[config.mk]
export PLATFORM = sky130hd
export DESIGN_NAME = display_inputs_scanner
export DESIGN_NICKNAME = d
export VERILOG_FILES = /design/src/rtl/display_inputs_pkg.sv /design/src/rtl/display_inputs_scanner_quad_decoder.sv /design/src/rtl/display_inputs_scanner.sv
export SDC_FILE = /design/constraint.sdc
export NUM_CORES = 1
export LEC_CHECK = 0
export BUFFER_PORTS_ARGS = -buffer_cell sky130_fd_sc_hd__buf_4
export CAP_MARGIN = 20
export CORE_MARGIN = 2
export CORE_UTILIZATION = 44
export CTS_BUF_LIST = sky130_fd_sc_hd__clkbuf_4
export CTS_CLUSTER_SIZE = 40
export DETAILED_ROUTE_END_ITERATION = 10
export HOLD_SLACK_MARGIN = 0.08
export PLACE_DENSITY = 0.69
export SLEW_MARGIN = 10
export SYNTH_ARGS = -nofsm -noshare
export SYNTH_HDL_FRONTEND = slang
export SYNTH_SLANG_ARGS = --single-unit
[constraint.sdc]
create_clock -name clk -period 2.9 [get_ports clk]
set_input_delay 0.145 -clock clk [delete_from_list [all_inputs] [get_ports clk]]
set_output_delay 0.145 -clock clk [all_outputs]
set_load 0.03 [all_outputs]
[src/rtl/display_inputs_pkg.sv]
// rtl/display_inputs_pkg.sv - register map, control bits and scan FSM states for display_inputs_scanner
//
// Shared by the scanner top and its testbench:
//   REG_*          Avalon-MM word addresses
//   CTRL_*         bit positions inside the CTRL register
//   scan_state_t   states of the shift-register scan FSM
package display_inputs_pkg;

  localparam logic [2:0] REG_BUTTONS = 3'd0;
  localparam logic [2:0] REG_EVENTS  = 3'd1;
  localparam logic [2:0] REG_DIALS   = 3'd2;
  localparam logic [2:0] REG_CTRL    = 3'd3;
  localparam logic [2:0] REG_ERR     = 3'd4;

  localparam int CTRL_IRQ_EN = 0;
  localparam int CTRL_CLEAR  = 1;

  typedef enum logic [1:0] {
    LOAD     = 2'd0,
    SHIFT_LO = 2'd1,
    SHIFT_HI = 2'd2,
    DONE     = 2'd3
  } scan_state_t;

endpackage

[src/rtl/display_inputs_scanner_quad_decoder.sv]
// rtl/display_inputs_scanner_quad_decoder.sv - x4 quadrature decoder with sticky illegal-step flag
//
// Ports:
//   clk, reset_n   system clock, asynchronous active-low reset
//   a, b           raw asynchronous quadrature phases
//   clear          zero the count (wins over a simultaneous step)
//   err_clr        clear the sticky err flag (loses to a simultaneous set)
//   count          signed x4 count, wraps modulo 2^COUNT_W
//   err            sticky flag: both phases changed in one step
module quad_decoder #(
  parameter int COUNT_W = 8
) (
  input  logic               clk,
  input  logic               reset_n,
  input  logic               a,
  input  logic               b,
  input  logic               clear,
  input  logic               err_clr,
  output logic [COUNT_W-1:0] count,
  output logic               err
);

  logic a_s1, a_s2, b_s1, b_s2;
  logic a_q, b_q;
  logic a_chg, b_chg, up;

  assign a_chg = a_s2 ^ a_q;
  assign b_chg = b_s2 ^ b_q;
  // A-leads sequence is 00->10->11->01: when A moves it ends up differing
  // from B, when B moves it ends up equal to A.
  assign up = a_chg ? (a_s2 != b_q) : (b_s2 == a_q);

  always_ff @(posedge clk or negedge reset_n) begin
    if (!reset_n) begin
      a_s1  <= 1'b0;
      a_s2  <= 1'b0;
      b_s1  <= 1'b0;
      b_s2  <= 1'b0;
      a_q   <= 1'b0;
      b_q   <= 1'b0;
      count <= '0;
      err   <= 1'b0;
    end else begin
      a_s1 <= a;
      a_s2 <= a_s1;
      b_s1 <= b;
      b_s2 <= b_s1;
      a_q  <= a_s2;
      b_q  <= b_s2;

      if (clear)
        count <= '0;
      else if (a_chg ^ b_chg)
        count <= up ? count + 1'b1 : count - 1'b1;

      if (a_chg && b_chg)
        err <= 1'b1;
      else if (err_clr)
        err <= 1'b0;
    end
  end

endmodule

[src/rtl/display_inputs_scanner.sv]
// rtl/display_inputs_scanner.sv - button shift-register scanner, debouncer and dial counters on Avalon-MM
//
// Ports:
//   clk, reset_n            system clock, asynchronous active-low reset
//   shift_load              parallel load to the button shift register, active low
//   shift_clkin             shift clock to the button shift register
//   shift_out               serial button data, raw 0 = pressed
//   dial_a, dial_b          quadrature phases, one bit per dial
//   avs_address/read/write  Avalon-MM slave, word addressed, no waitrequest
//   avs_writedata           write data
//   avs_readdata            registered read data, valid the cycle after avs_read
//   irq                     level interrupt: irq_en & any press event
module display_inputs_scanner
  import display_inputs_pkg::*;
#(
  parameter int NUM_BUTTONS    = 16,
  parameter int NUM_DIALS      = 2,
  parameter int COUNT_W        = 8,
  parameter int SHIFT_DIV      = 25,
  parameter int DEBOUNCE_SCANS = 4
) (
  input  logic                 clk,
  input  logic                 reset_n,
  output logic                 shift_load,
  output logic                 shift_clkin,
  input  logic                 shift_out,
  input  logic [NUM_DIALS-1:0] dial_a,
  input  logic [NUM_DIALS-1:0] dial_b,
  input  logic [2:0]           avs_address,
  input  logic                 avs_read,
  input  logic                 avs_write,
  input  logic [31:0]          avs_writedata,
  output logic [31:0]          avs_readdata,
  output logic                 irq
);

  localparam int CNT_W = $clog2(2 * SHIFT_DIV);
  localparam int BIT_W = (NUM_BUTTONS > 1) ? $clog2(NUM_BUTTONS) : 1;
  localparam int DB_W  = $clog2(DEBOUNCE_SCANS + 1);

  scan_state_t            state;
  logic [CNT_W-1:0]       cnt;
  logic [BIT_W-1:0]       bit_idx;
  logic [NUM_BUTTONS-1:0] raw;
  logic                   so_s1, so_s2;
  logic                   scan_done;

  logic [NUM_BUTTONS-1:0] pressed, deb, flip, ev_set, ev_clr, events;
  logic [DB_W-1:0]        db_cnt [NUM_BUTTONS];

  logic                         irq_en;
  logic                         ctrl_wr, dial_clear;
  logic [NUM_DIALS-1:0]         err_clr, dial_err;
  logic [NUM_DIALS*COUNT_W-1:0] dial_counts;
  logic [31:0]                  rd_word;
  logic                         unused_wdata;

  assign unused_wdata = ^avs_writedata;

  // Scan FSM. Outputs are registered from the current state, so the pin
  // waveform trails the state by one cycle but every phase keeps its width.
  always_ff @(posedge clk or negedge reset_n) begin
    if (!reset_n) begin
      state       <= LOAD;
      cnt         <= '0;
      bit_idx     <= '0;
      raw         <= '0;
      so_s1       <= 1'b0;
      so_s2       <= 1'b0;
      shift_load  <= 1'b1;
      shift_clkin <= 1'b0;
    end else begin
      so_s1       <= shift_out;
      so_s2       <= so_s1;
      shift_load  <= !(state == LOAD && cnt < CNT_W'(SHIFT_DIV));
      shift_clkin <= (state == SHIFT_HI);
      case (state)
        LOAD: begin
          if (cnt == CNT_W'(2 * SHIFT_DIV - 1)) begin
            cnt     <= '0;
            bit_idx <= BIT_W'(NUM_BUTTONS - 1);
            state   <= SHIFT_LO;
          end else begin
            cnt <= cnt + 1'b1;
          end
        end
        SHIFT_LO: begin
          if (cnt == CNT_W'(SHIFT_DIV - 1)) begin
            raw[bit_idx] <= so_s2;
            cnt          <= '0;
            state        <= SHIFT_HI;
          end else begin
            cnt <= cnt + 1'b1;
          end
        end
        SHIFT_HI: begin
          if (cnt == CNT_W'(SHIFT_DIV - 1)) begin
            cnt <= '0;
            if (bit_idx == '0) begin
              state <= DONE;
            end else begin
              bit_idx <= bit_idx - 1'b1;
              state   <= SHIFT_LO;
            end
          end else begin
            cnt <= cnt + 1'b1;
          end
        end
        default: begin
          cnt   <= '0;
          state <= LOAD;
        end
      endcase
    end
  end

  assign scan_done = (state == DONE);
  assign pressed   = ~raw;

  // A button flips on the scan that completes its run of disagreeing scans.
  always_comb begin
    flip = '0;
    for (int i = 0; i < NUM_BUTTONS; i++)
      flip[i] = scan_done && (pressed[i] != deb[i]) &&
                (db_cnt[i] == DB_W'(DEBOUNCE_SCANS - 1));
  end

  assign ev_set = flip & pressed;

  always_ff @(posedge clk or negedge reset_n) begin
    if (!reset_n) begin
      deb <= '0;
      for (int i = 0; i < NUM_BUTTONS; i++)
        db_cnt[i] <= '0;
    end else if (scan_done) begin
      deb <= deb ^ flip;
      for (int i = 0; i < NUM_BUTTONS; i++) begin
        if (pressed[i] == deb[i] || flip[i])
          db_cnt[i] <= '0;
        else
          db_cnt[i] <= db_cnt[i] + 1'b1;
      end
    end
  end

  assign ctrl_wr    = avs_write && (avs_address == REG_CTRL);
  assign dial_clear = ctrl_wr && avs_writedata[CTRL_CLEAR];
  assign ev_clr     = (avs_write && avs_address == REG_EVENTS) ?
                      avs_writedata[NUM_BUTTONS-1:0] : '0;
  assign err_clr    = (avs_write && avs_address == REG_ERR) ?
                      avs_writedata[NUM_DIALS-1:0] : '0;

  for (genvar g = 0; g < NUM_DIALS; g++) begin : g_dial
    quad_decoder #(
      .COUNT_W(COUNT_W)
    ) u_dec (
      .clk    (clk),
      .reset_n(reset_n),
      .a      (dial_a[g]),
      .b      (dial_b[g]),
      .clear  (dial_clear),
      .err_clr(err_clr[g]),
      .count  (dial_counts[g*COUNT_W +: COUNT_W]),
      .err    (dial_err[g])
    );
  end

  always_comb begin
    rd_word = '0;
    case (avs_address)
      REG_BUTTONS: rd_word = 32'(deb);
      REG_EVENTS:  rd_word = 32'(events);
      REG_DIALS:   rd_word = 32'(dial_counts);
      REG_CTRL:    rd_word = {31'b0, irq_en};
      REG_ERR:     rd_word = 32'(dial_err);
      default:     rd_word = '0;
    endcase
  end

  always_ff @(posedge clk or negedge reset_n) begin
    if (!reset_n) begin
      events       <= '0;
      irq_en       <= 1'b0;
      irq          <= 1'b0;
      avs_readdata <= '0;
    end else begin
      // A set landing on the same cycle as its W1C survives.
      events <= (events & ~ev_clr) | ev_set;
      if (ctrl_wr)
        irq_en <= avs_writedata[CTRL_IRQ_EN];
      irq <= irq_en & (|events);
      if (avs_read)
        avs_readdata <= rd_word;
    end
  end

endmodule

## Word level (Yosys, flattened, before mapping)

Cells that the tools add are included.

- Bits in registers: 176
- Input port bits: 44
- Output and inout bits: 35
- Word-level logic and storage cells: 264

- Add/sub/neg operators: 22
- Magnitude comparators: 3
- Eq/ne operators: 65
- Muxes and demuxes: 46
- Bitwise logic cells: 13
- Reduce and logical (&&, ||, !) cells: 70

Operators with widths:

| operator | number |
|---|---|
| case mux 16 bit (5 select lines) | 1 |
| equality test 3 x 2 -> 1 bit (second input constant) | 18 |
| adder 3 x 1 -> 3 bit (second input constant) | 16 |
| 2-to-1 mux 3 bit | 16 |
| 2-to-1 mux 8 bit | 6 |
| logical AND 1 bit | 40 |
| bitwise AND 16 bit | 2 |
| NOT 16 bit | 2 |
| equality test 1 bit | 18 |
| inequality test 1 bit | 18 |
| adder 8 x 1 -> 8 bit (second input constant) | 2 |
| bitwise mux 16 bit | 1 |
| logical OR 1 bit | 16 |
| 2-to-1 mux 16 bit | 1 |
| bitwise OR 16 bit | 1 |
| OR reduction 16 bit | 1 |
| subtractor 8 x 1 -> 8 bit (second input constant) | 2 |
| XOR 16 bit | 1 |
| 2-to-1 mux 4 bit | 3 |
| 2-to-1 mux 6 bit | 2 |
| case mux 6 bit (2 select lines) | 1 |
| 2-to-1 mux 2 bit | 5 |
| nonzero test 2 bit | 5 |
| case mux 4 bit (2 select lines) | 1 |
| other kinds (26) | 40 |

## Logic depth before layout (Yosys ltp)

- Word-level depth: 6
- Gate-level depth with buffers: 10
- Gate-level depth less buffers: 9

## Modules after synthesis

From an unflattened synthesis, not the netlist that was laid out.

- Cell total of the unflattened synthesis: 919
- Area, all modules: 8893.5 µm²

By module, submodules not included:

| module | instances | cells each | area each (µm²) | sequential area each (µm²) |
|---|---|---|---|---|
| display_inputs_scanner | 1 | 687 | 6786.5 | 3254.4 |
| quad_decoder | 2 | 116 | 1053.5 | 375.4 |

## Worst setup path before layout

Ideal clock, no wire load.

- Kind: flip-flop to flip-flop
- Start: register g_dial[0].u_dec.a_s2
- End: register g_dial[0].u_dec.count[6]
- Setup time: 0.132 ns
- Data arrival time: 2.215 ns
- Required time: 2.768 ns
- Setup slack: 0.553 ns
- Cell stages (with the launch flop): 11
- Buffers on the path: 1
- Clock period less this slack: 2.347 ns
- Cell sequence: dfrtp_1 > mux2_4 > mux2i_4 > buf_2 > xnor2_1 > ha_1 > or3_1 > nor4_1 > o21ai_0 > xor2_1 > nor2_1

- Cells in the longest elaborated chain, start to end: 5
- Elaborated cells on any way between the ends: 8
- Classes of those cells: eq/ne (1); mux (4); bitwise (2); reduce/logical (1)

RTL lines:

| what | line | text |
|---|---|---|
| start: declaration | display_inputs_scanner_quad_decoder.sv:23 | `logic a_s1, a_s2, b_s1, b_s2;` |
| start signal: assignment | display_inputs_scanner_quad_decoder.sv:45 | `a_s2 <= a_s1;` |
| inequality test 1 bit or XOR 1 bit (tied branches) | display_inputs_scanner_quad_decoder.sv:31, display_inputs_scanner_quad_decoder.sv:27 |  |
| 2-to-1 mux 1 bit | display_inputs_scanner_quad_decoder.sv:31 | `assign up = a_chg ? (a_s2 != b_q) : (b_s2 == a_q);` |
| 2-to-1 mux 8 bit | display_inputs_scanner_quad_decoder.sv:54 | `count <= up ? count + 1'b1 : count - 1'b1;` |
| 2-to-1 mux 8 bit | display_inputs_scanner_quad_decoder.sv:53 | `else if (a_chg ^ b_chg)` |
| 2-to-1 mux 8 bit | display_inputs_scanner_quad_decoder.sv:51 | `if (clear)` |
| end signal: assignment | display_inputs_scanner_quad_decoder.sv:54 |  |
| end: declaration | display_inputs_scanner_quad_decoder.sv:19 | `output logic [COUNT_W-1:0] count,` |

Several ways; a longest one is shown, not always the timed one. The select of a mux whose other input is x is not followed.
A chain may end at the register's enable or synchronous reset.

## Worst setup path in the final report

Same ends and word-level chain as after synthesis.

==> flow_summary.json <==
{
  "status": "completed",
  "critical_path.cell_chain": "mux2_4, mux2i_4, xnor2_1, ha_1, or3_1, nor4_1, o21ai_0, xor2_1, nor2_1",
  "root_buffer": "clkbuf_4",
  "cpMaxStageDelayCell": "dfrtp_1",
  "dp.cells": 1151,
  "hold_viol": 0,
  "post-route-period-util": 0.888,
  "cp-end-kind": "register",
  "synth_top_family_by_area": "simple AND/OR/NAND/NOR gates",
  "start_util": 0.451,
  "grt_use_total": 0.184,
  "tightest_slew_ps": 646,
  "antenna_found_initial": 1,
  "ioPinCount": 79,
  "synth_mux_area_frac": 0.0589,
  "nets": 1030,
  "cp_max_fo": 17,
  "netlist_top_cells_area": "dfrtp_1 47%, ha_1 7.1%, nand2_1 4.4%",
  "ir_drop_v": 0.000299,
  "finClkSkew_ps": 30.1,
  "clock.fmax_mhz": 388,
  "syn_to_final_growth_pct": 12.8,
  "synth_area_leader_cell": "dfrtp_1",
  "required_ps": 3370,
  "insertion_delay_ps": 580,
  "cts_tree": "done",
  "gr-usage-met2": 0.289,
  "synth-edff-count": 0,
  "drc": 0,
  "port_buffers": 46,
  "synth.distinct_cells": 59,
  "place_congestion": 0.817,
  "dieArea_um2": 20400,
  "drt_pass1_iterations": 4,
  "mostFrequentLayoutCells": "159 x dfrtp_1, 100 x nand2_1, 73 x inv_1, 58 x nor2_1, 51 x buf_4",
  "post-dp-hpwl_um": 12500,
  "dieWidth_um": 143,
  "grt_overflow": 0,
  "grt_pass1_wl_um": 29600,
  "drive_gt1_frac": 0.124,
  "leakagePower_nw": 4.32,
  "yosys_most_used_dff": "dfrtp_1",
  "antenna_left": 0,
  "synthAdderAreaFrac": 0.0707,
  "period_minus_slack_ps": 2570,
  "cts_max_path_buffers": 2,
  "wl_per_cell_um": 14.6,
  "grt_setup_unrepaired": "no",
  "numCtsBuffers": 17,
  "maxCapViolations": 0,
  "syn_area_per_cell_um2": 9.67,
  "setup_viol": 0,
  "syn_area_um2": 8500,
  "synth_xor_xnor_area_share": 0.0361,
  "finalNonFillerCells": 1211,
  "drtIter0Drc": 410,
  "grt_use_met1": 0.259,
  "cp-start-kind": "register",
  "mostFrequentLayoutCell": "dfrtp_1",
  "clkTransAtPathRegs_ps": 140,
  "route.vias.total": 6298,
  "row_count": 50,
  "n_fill_cell": 1746,
  "worst_slew_margin_rel": 0.569,
  "die_h_um": 143,
  "synth_top_area_share": 0.468,
  "cp_data_arrival_time_ps": 3040,
  "drt_wl_total_um": 17700,
  "ys_async_sr_fraction": 1.00,
  "grt_pass1_vias": 6028,
  "yosysSeqAreaShare": 0.471,
  "cpPeakStageDelay_ps": 460,
  "core_um2": 18800,
  "clock-sinks": 160,
  "power_density_nw_per_um2": 532,
  "grt_max_degree": 70,
  "hold_path.class": "primary input to asynchronous set/reset pin",
  "setup_tns_ps": 0,
  "critPathKind": "register to register",
  "via_per_inst": 5.20,
  "top_usage_layer": "met2",
  "final_max_slew_viol_count": 0,
  "power_mw": 5.10,
  "yosysWarnings": 0,
  "h-tree-depth": 4,
  "synthSimpleGateAreaFrac": 0.174,
  "grt_use_met3": 0.0335,
  "synth_cells": 879,
  "synth_compound_area_frac": 0.122,
  "ys_seq_elements": 160
}
==> routing by layer <==
metal	share of wire	wire [µm]
met1	0.48	8490
met2	0.47	8300
met3	0.045	800
met4	0.0081	144
met5	0	0
==> logic make-up after synthesis <==
logic type,Yosys count
other,1
buffers and inverters,130
flip-flops,160
AND/OR/NAND/NOR,292
XOR/XNOR,35
multiplexers,45
AO/OA/AOI/OAI,168
adder cells (fa/ha/maj),48
==> report_power, final <==
part,internal (mW),total (mW),switching (mW)
Clock,0.542,1.34,0.794
Sequential,2.42,2.74,0.321
Combinational,0.469,1.02,0.556
==> sequential cells by signal, indices dropped and copies added, names as in the netlist, 4 cells and up <==
name / count
db_cnt: 48
g_dial.u_dec.count: 16
bit_idx: 4
avs_readdata: 16
cnt: 6
raw: 16
events: 16
deb: 16
==> worst max-delay path: cells and delay by family, from the launching register on <==
family | cells | cell delay [ps]
AOI/OAI and AO/OA | 1 | 160
xor gates and xnor gates | 2 | 310
muxes | 2 | 760
DFF | 1 | 460
adders and majority gates | 1 | 240
and+or+nand+nor | 3 | 550
==> layout make-up <==
| type | count | area (µm²) | share of cell area |
|---|---|---|---|
| Sequential cell | 160 | 4010 | 0.418 |
| Multi-Input combinational cell | 604 | 4000 | 0.417 |
| Timing Repair Buffer | 82 | 714 | 0.0745 |
| Tap cell | 260 | 325 | 0.0339 |
| Inverter | 73 | 274 | 0.0286 |
| Clock buffer | 21 | 158 | 0.0164 |
| Clock inverter | 10 | 113 | 0.0117 |
| Antenna cell | 1 | 2.50 | 0.000261 |
==> Yosys cell counts (all sizes together), types with 22 or more instances <==
library cell and count:
a21oi 26, buf 28, clkbuf 29, dfrtp 159, ha 48, inv 73
mux2i 24, nand2 100, nand2b 38, nor2 58, o21ai 48, o22ai 50
xnor2 22
==> repair_timing <==
action / in CTS / in global routing
setup buffers: 0 / 0
hold buffers: 28 / 0
hold endpoints to repair: 157 / 0
gates resized for setup: 0 / 0
==> per-stage QoR <==
step,utilization,area (µm²),hold slack (ps),setup slack (ps)
finish,0.509,9590,129,326
detailed placement,0.480,9030,207,361
CTS,0.509,9590,131,311
floorplan,-,8560,-151,553
global route,0.509,9590,169,89.5
global placement,0.480,9030,197,434
==> final timing paths <==
kind,from,end,cells after the start,slack (ps)
min reg2reg,so_s1$_DFF_PN0_,so_s2$_DFF_PN0_,0,360
max,g_dial[0].u_dec.a_s2$_DFF_PN0_,g_dial[0].u_dec.count[6]$_DFFE_PN0P_,9,330
max in group asynchronous,reset_n,events[3]$_DFF_PN0_,3,1950
min in group clk,dial_b[1],g_dial[1].u_dec.b_s1$_DFF_PN0_,2,210
min,reset_n,g_dial[1].u_dec.count[4]$_DFFE_PN0P_,2,130
max reg2reg,g_dial[0].u_dec.a_s2$_DFF_PN0_,g_dial[0].u_dec.count[6]$_DFFE_PN0P_,9,330
(Power assumes the default switching activity.)
